## src/rtl/keypad_pkg.sv

```systemverilog
// Shared definitions for the keypad scanner.
//   - keypad_state_e : scanner FSM states
//   - COL_W/ROW_W/CODE_W : matrix and key code widths
//   - SCAN_DIV_DEF / DEBOUNCE_CNT_DEF : default dwell and debounce settings
//   - lowest_row() : index of the lowest active row in an active-high pattern
package keypad_pkg;

  localparam int COL_W            = 4;
  localparam int ROW_W            = 4;
  localparam int CODE_W           = 4;
  localparam int SCAN_DIV_DEF     = 1000;
  localparam int DEBOUNCE_CNT_DEF = 4;

  typedef enum logic [1:0] {
    ST_SCAN     = 2'd0,
    ST_DEBOUNCE = 2'd1,
    ST_HOLD     = 2'd2
  } keypad_state_e;

  // Scans from the top down so the lowest set bit wins.
  function automatic logic [1:0] lowest_row(input logic [ROW_W-1:0] act);
    lowest_row = 2'd0;
    for (int r = ROW_W - 1; r >= 0; r--) begin
      if (act[r]) lowest_row = r[1:0];
    end
  endfunction

endpackage

```

## src/rtl/keypad_tick_gen.sv

```systemverilog
// Column dwell prescaler: pulses tick for one Clk cycle every SCAN_DIV cycles.
// The first tick after reset lands on the last cycle of the first dwell.
//   Clk   : clock
//   Reset : asynchronous active-low reset
//   en    : count enable
//   tick  : one-cycle pulse on the last cycle of each dwell
module keypad_tick_gen
  import keypad_pkg::*;
#(
  parameter int SCAN_DIV = SCAN_DIV_DEF
) (
  input  logic Clk,
  input  logic Reset,
  input  logic en,
  output logic tick
);

  localparam int CNT_W = $clog2(SCAN_DIV);
  localparam logic [CNT_W-1:0] RELOAD = CNT_W'(SCAN_DIV - 1);

  logic [CNT_W-1:0] cnt;

  always_ff @(posedge Clk or negedge Reset) begin
    if (!Reset) begin
      cnt <= RELOAD;
    end else if (en) begin
      if (cnt == '0) cnt <= RELOAD;
      else           cnt <= cnt - CNT_W'(1);
    end
  end

  assign tick = en && (cnt == '0);

endmodule

```

## src/rtl/keypad_scanner.sv

```systemverilog
// 4x4 matrix keypad scanner with debounce and a valid/ack key handshake.
//   Clk       : clock
//   Reset     : asynchronous active-low reset
//   row_in    : keypad rows, active-low, asynchronous
//   col_out   : column drive, active-low one-hot
//   key_code  : accepted key, row*4+col
//   key_valid : key_code holds an unconsumed key
//   key_ack   : consumer acknowledge
//   overrun   : a key was accepted while the previous one was still pending
//
// state       | meaning
// ------------+---------------------------------------------------------
// ST_SCAN     | stepping columns, one per tick, until a row is active
// ST_DEBOUNCE | column frozen, counting identical samples of the pattern
// ST_HOLD     | key accepted, column frozen, counting release samples
module keypad_scanner
  import keypad_pkg::*;
#(
  parameter int SCAN_DIV     = SCAN_DIV_DEF,
  parameter int DEBOUNCE_CNT = DEBOUNCE_CNT_DEF
) (
  input  logic              Clk,
  input  logic              Reset,
  input  logic [ROW_W-1:0]  row_in,
  output logic [COL_W-1:0]  col_out,
  output logic [CODE_W-1:0] key_code,
  output logic              key_valid,
  input  logic              key_ack,
  output logic              overrun
);

  localparam int DB_W = $clog2(DEBOUNCE_CNT + 1);
  localparam logic [DB_W-1:0] DB_LAST = DB_W'(DEBOUNCE_CNT - 1);

  logic [ROW_W-1:0] row_meta, row_sync, row_act;
  logic             any_act;
  logic             tick;

  keypad_state_e    state, state_nxt;
  logic [1:0]       col_idx, col_idx_nxt;
  logic [ROW_W-1:0] pat, pat_nxt;
  logic [DB_W-1:0]  db_cnt, db_cnt_nxt;
  logic             accept;
  logic [CODE_W-1:0] new_code;

  keypad_tick_gen #(.SCAN_DIV(SCAN_DIV)) u_tick (
    .Clk   (Clk),
    .Reset (Reset),
    .en    (1'b1),
    .tick  (tick)
  );

  // Synchronizer resets to the idle (released) row level.
  always_ff @(posedge Clk or negedge Reset) begin
    if (!Reset) begin
      row_meta <= '1;
      row_sync <= '1;
    end else begin
      row_meta <= row_in;
      row_sync <= row_meta;
    end
  end

  assign row_act = ~row_sync;
  assign any_act = |row_act;

  always_ff @(posedge Clk or negedge Reset) begin
    if (!Reset) begin
      state   <= ST_SCAN;
      col_idx <= 2'd0;
      pat     <= '0;
      db_cnt  <= '0;
    end else begin
      state   <= state_nxt;
      col_idx <= col_idx_nxt;
      pat     <= pat_nxt;
      db_cnt  <= db_cnt_nxt;
    end
  end

  // The counter is cleared on acceptance so HOLD can reuse it for release.
  always_comb begin
    state_nxt   = state;
    col_idx_nxt = col_idx;
    pat_nxt     = pat;
    db_cnt_nxt  = db_cnt;
    accept      = 1'b0;
    if (tick) begin
      case (state)
        ST_SCAN: begin
          if (any_act) begin
            pat_nxt    = row_act;
            db_cnt_nxt = '0;
            state_nxt  = ST_DEBOUNCE;
          end else begin
            col_idx_nxt = col_idx + 2'd1;
          end
        end
        ST_DEBOUNCE: begin
          if (row_act == pat) begin
            if (db_cnt == DB_LAST) begin
              accept     = 1'b1;
              db_cnt_nxt = '0;
              state_nxt  = ST_HOLD;
            end else begin
              db_cnt_nxt = db_cnt + DB_W'(1);
            end
          end else begin
            db_cnt_nxt  = '0;
            state_nxt   = ST_SCAN;
            col_idx_nxt = col_idx + 2'd1;
          end
        end
        ST_HOLD: begin
          if (any_act) begin
            db_cnt_nxt = '0;
          end else if (db_cnt == DB_LAST) begin
            db_cnt_nxt  = '0;
            state_nxt   = ST_SCAN;
            col_idx_nxt = col_idx + 2'd1;
          end else begin
            db_cnt_nxt = db_cnt + DB_W'(1);
          end
        end
        default: state_nxt = ST_SCAN;
      endcase
    end
  end

  assign new_code = {lowest_row(pat), col_idx};
  assign col_out  = ~(COL_W'(1) << col_idx);

  // An ack arriving with an acceptance lets the new key replace the old one.
  always_ff @(posedge Clk or negedge Reset) begin
    if (!Reset) begin
      key_code  <= '0;
      key_valid <= 1'b0;
      overrun   <= 1'b0;
    end else if (accept) begin
      if (!key_valid || key_ack) begin
        key_code  <= new_code;
        key_valid <= 1'b1;
      end else begin
        overrun <= 1'b1;
      end
    end else if (key_ack && key_valid) begin
      key_valid <= 1'b0;
      overrun   <= 1'b0;
    end
  end

endmodule

```

## config.mk

```make
export PLATFORM = sky130hd
export DESIGN_NAME = keypad_scanner
export DESIGN_NICKNAME = d
export VERILOG_FILES = /design/src/rtl/keypad_pkg.sv /design/src/rtl/keypad_tick_gen.sv /design/src/rtl/keypad_scanner.sv
export SDC_FILE = /design/constraint.sdc
export NUM_CORES = 1
export LEC_CHECK = 0
export CAP_MARGIN = 10
export CORE_UTILIZATION = 35
export CTS_CLUSTER_SIZE = 12
export DETAILED_ROUTE_END_ITERATION = 16
export PLACE_DENSITY_LB_ADDON = 0.1
export SYNTH_ARGS = -nofsm -noshare
export SYNTH_HDL_FRONTEND = slang
export SYNTH_HIERARCHICAL = 1
export SYNTH_SLANG_ARGS = --single-unit
```

## constraint.sdc

```tcl
create_clock -name Clk -period 2.5 [get_ports Clk]
set_input_delay 0.375 -clock Clk [delete_from_list [all_inputs] [get_ports Clk]]
set_output_delay 0.375 -clock Clk [all_outputs]
set_load 0.005 [all_outputs]
```

==> out/qor.yml <==
outcome:
  status: "complete, no violations"
logic_synthesis:
  post-synth-top-area-fraction_pct: 27.2
  synth-async-reset-ratio_pct: 100
  yosys_warnings: 6
  synthFlopType: "dfrtp_1"
  netlist_area_um2: 1750
  synth_top_area_cell: "dfrtp_1"
  synth.most_common_cell: "dfrtp_1"
  synthCells: 158
  synth_commonest_cells: "dfrtp_1, dfstp_2, nand2_1"
  synth_cell_types: 41
  ys_ff_latch: 35
  ys_seq_area_share_pct: 51.2
  syn_nets: 175
  synth_area_leaders: "dfrtp_1, dfstp_2, ha_1"
  synth_edf_count: 0
  syn_avg_cell_area_um2: 11.1
cts:
  cts.sinks: 35
  clk_latency_ns: 0.29
  cts_setup_buffers: 0
  clock_path_buffers: 2
  cts_hold_buf: 0
  cts_buffers: 5
  cts_tree: "built"
  clkTransAtPathRegs_ns: 0.08
  htreeDepth: 2
  clockRootBuffer: "clkbuf_8"
  post_cts_resized: 0
floorplan:
  rows: 25
  core_area_um2: 4750
  io_pins: 17
  start_util_pct: 36.8
  dieArea_um2: 5290
  chipHeight_um: 72.7
  die_x_um: 72.7
critical_path:
  cp-end-kind: "flip-flop"
  r2r_cells: 6
  endpoint: "key_code[0]"
  path_class: "flip-flop to flip-flop"
  crit_start: "u_tick/cnt[8]"
  cp_max_fo: 6
  crit_chain: "or4_4, or4_4, inv_2, nand2_1, nor3b_4, mux2_2"
  cp.required_ns: 2.67
  crit_slowest_cell: "or4_4"
  critical_path_arrival_ns: 2.57
  timing.rr.end: "key_code[0]"
  crit_top_cell: "or4_4"
  slowest_delay_ns: 0.53
  worstSetupStartpointType: "flip-flop"
  r2r_setup_slack_ns: 0.10
  worstReg2RegStart: "u_tick/cnt[8]"
cells_and_area:
  n_antenna_cell: 0
  fin_nets: 201
  fin_cells: 252
  ff_latch_area_um2: 896
  multi_input_comb_area_um2: 795
  drive_gt1_share_pct: 24.3
  nFillCells: 462
  syn2layout_area_growth_pct: 20.4
routing:
  firstDrtPassIters: 4
  vias: 1191
  dr.first_iter.drc_count: 43
  vias_per_cell: 4.73
  drt-wirelength-per-cell_um: 12.4
  post-route-drc-count: 0
  wl_um: 3120
  drtAntennaViolNets: 0
timing:
  finalHoldViolCount: 0
  report.final.slew_viol_count: 0
  fin_skew_ns: 0.00745
  setup_viol: 0
  fmax_mhz: 417
  min_period_ns: 2.40
  layout_setup_ws_ns: 0.103
  hold_ws_ns: 0.357
  fin_tns_setup_ns: 0
  timing.final.crit_share_pct: 95.9
  grt_setup_unrepaired: "no"
placement:
  place_congestion: 0.851
  placedCellCount: 242
  port_buffers: 16
  pre_cts_ws_ns: 0.107
  place_hpwl_um: 2220
flow_run:
  cap_violations: 0
power_and_ir_drop:
  ir_drop_mv: 0.408
  power_density_nw_per_um2: 793
  leakage_uw: 0.000907
global_route:
  grt_overflow_total: 0
  grt_pass1_vias: 1186
  grt_max_degree: 36
  grtUsageTotal_pct: 13.9
  grt_antenna_before_repair: 0
  grt_pass1_wl_um: 5510
hold_path:
  min_path_type: "flip-flop to flip-flop"
## cell type report
type                       instances  area share [%]
clock buffer                       5            3.26
clock inverter                     3            1.07
inverter                          14            2.49
multi-input combinational        108            37.7
sequential                        35            42.5
tap                               67            3.98
timing repair buffer              20            9.02
## state kept, by name, indices dropped and copies added (netlist names)
signal,flops
u_tick/cnt,10
key_code,4
pat,4
row_meta,4
row_sync,4
db_cnt,3
col_idx,2
state,2
key_valid,1
overrun,1
## through the flow
step | total power (uW) | area [um^2] | utilization, %
after floorplan | 1130 | 1750 | -
after global placement | 1240 | 2000 | 42.1
after detailed placement | 1260 | 2000 | 42.1
after CTS | 1690 | 2090 | 44.0
after global routing | 1800 | 2110 | 44.3
final | 1670 | 2110 | 44.3
## cell families (layout without fill, tap and decap cells)
group                      count (synthesis)  in the layout  share of synthesized area, %
AOI/OAI and AO/OA                         27             27                          9.94
xor gates and xnor gates                  10             10                          5.00
adders and majority gates                 10             10                          7.15
buffers and inverters                     15             42                          3.43
DFF                                       35             35                          51.2
muxes                                      5              5                          3.22
other                                      1              1                         0.214
and+or+nand+nor                           55             55                          19.9
## power breakdown
| group | switching (uW) | internal [uW] |
|---|---|---|
| registers | 136 | 730 |
| logic | 196 | 191 |
| clock network | 218 | 200 |
| total | 551 | 1120 |
## cells in the final DEF, fill, tap and decap left out, types with 2 or more instances in the layout
cell type,instances
a21o_2,2
a21oi_1,5
a22o_1,3
a31oi_1,2
and4_1,2
buf_4,4
clkbuf_8,5
clkdlybuf4s50_1,16
dfrtp_1,19
dfstp_2,16
ha_1,10
inv_1,13
mux2_2,5
nand2_1,16
nand3_1,4
nor2_1,8
nor2b_1,3
nor3_1,3
nor4b_1,3
o21ai_0,10
or3_2,2
or4_4,2
xnor2_1,8
xor2_1,2
## worst min-delay path by stage
stage | from | endpoint | slack (ns) | cells after the start
2_1_floorplan | Reset | col_idx[0] | 0.08 | 0
3_3_place_gp | row_meta[1] | row_sync[1] | 0.35 | 0
3_5_place_dp | row_meta[0] | row_sync[0] | 0.35 | 0
4_1_cts | row_meta[0] | row_sync[0] | 0.36 | 0
5_1_grt | row_meta[1] | row_sync[1] | 0.36 | 0
6_report | row_meta[1] | row_sync[1] | 0.36 | 0
## critical path: cells and delay by family (launching register included)
| kind | cells | cell delay [ns] |
|---|---|---|
| DFF | 1 | 0.38 |
| and+or+nand+nor | 4 | 1.42 |
| muxes | 1 | 0.37 |
| buffers and inverters | 1 | 0.12 |
## metal layers
metal	up-vias	global-route usage [%]	part of all wire [%]
met5	-	0	0
met4	0	5.45	1.6
met3	5	4.56	3.6
met2	20	23.2	49
met1	570	16.8	46
li1	596	-	-
Note: power is estimated with default switching activity, not from simulation.
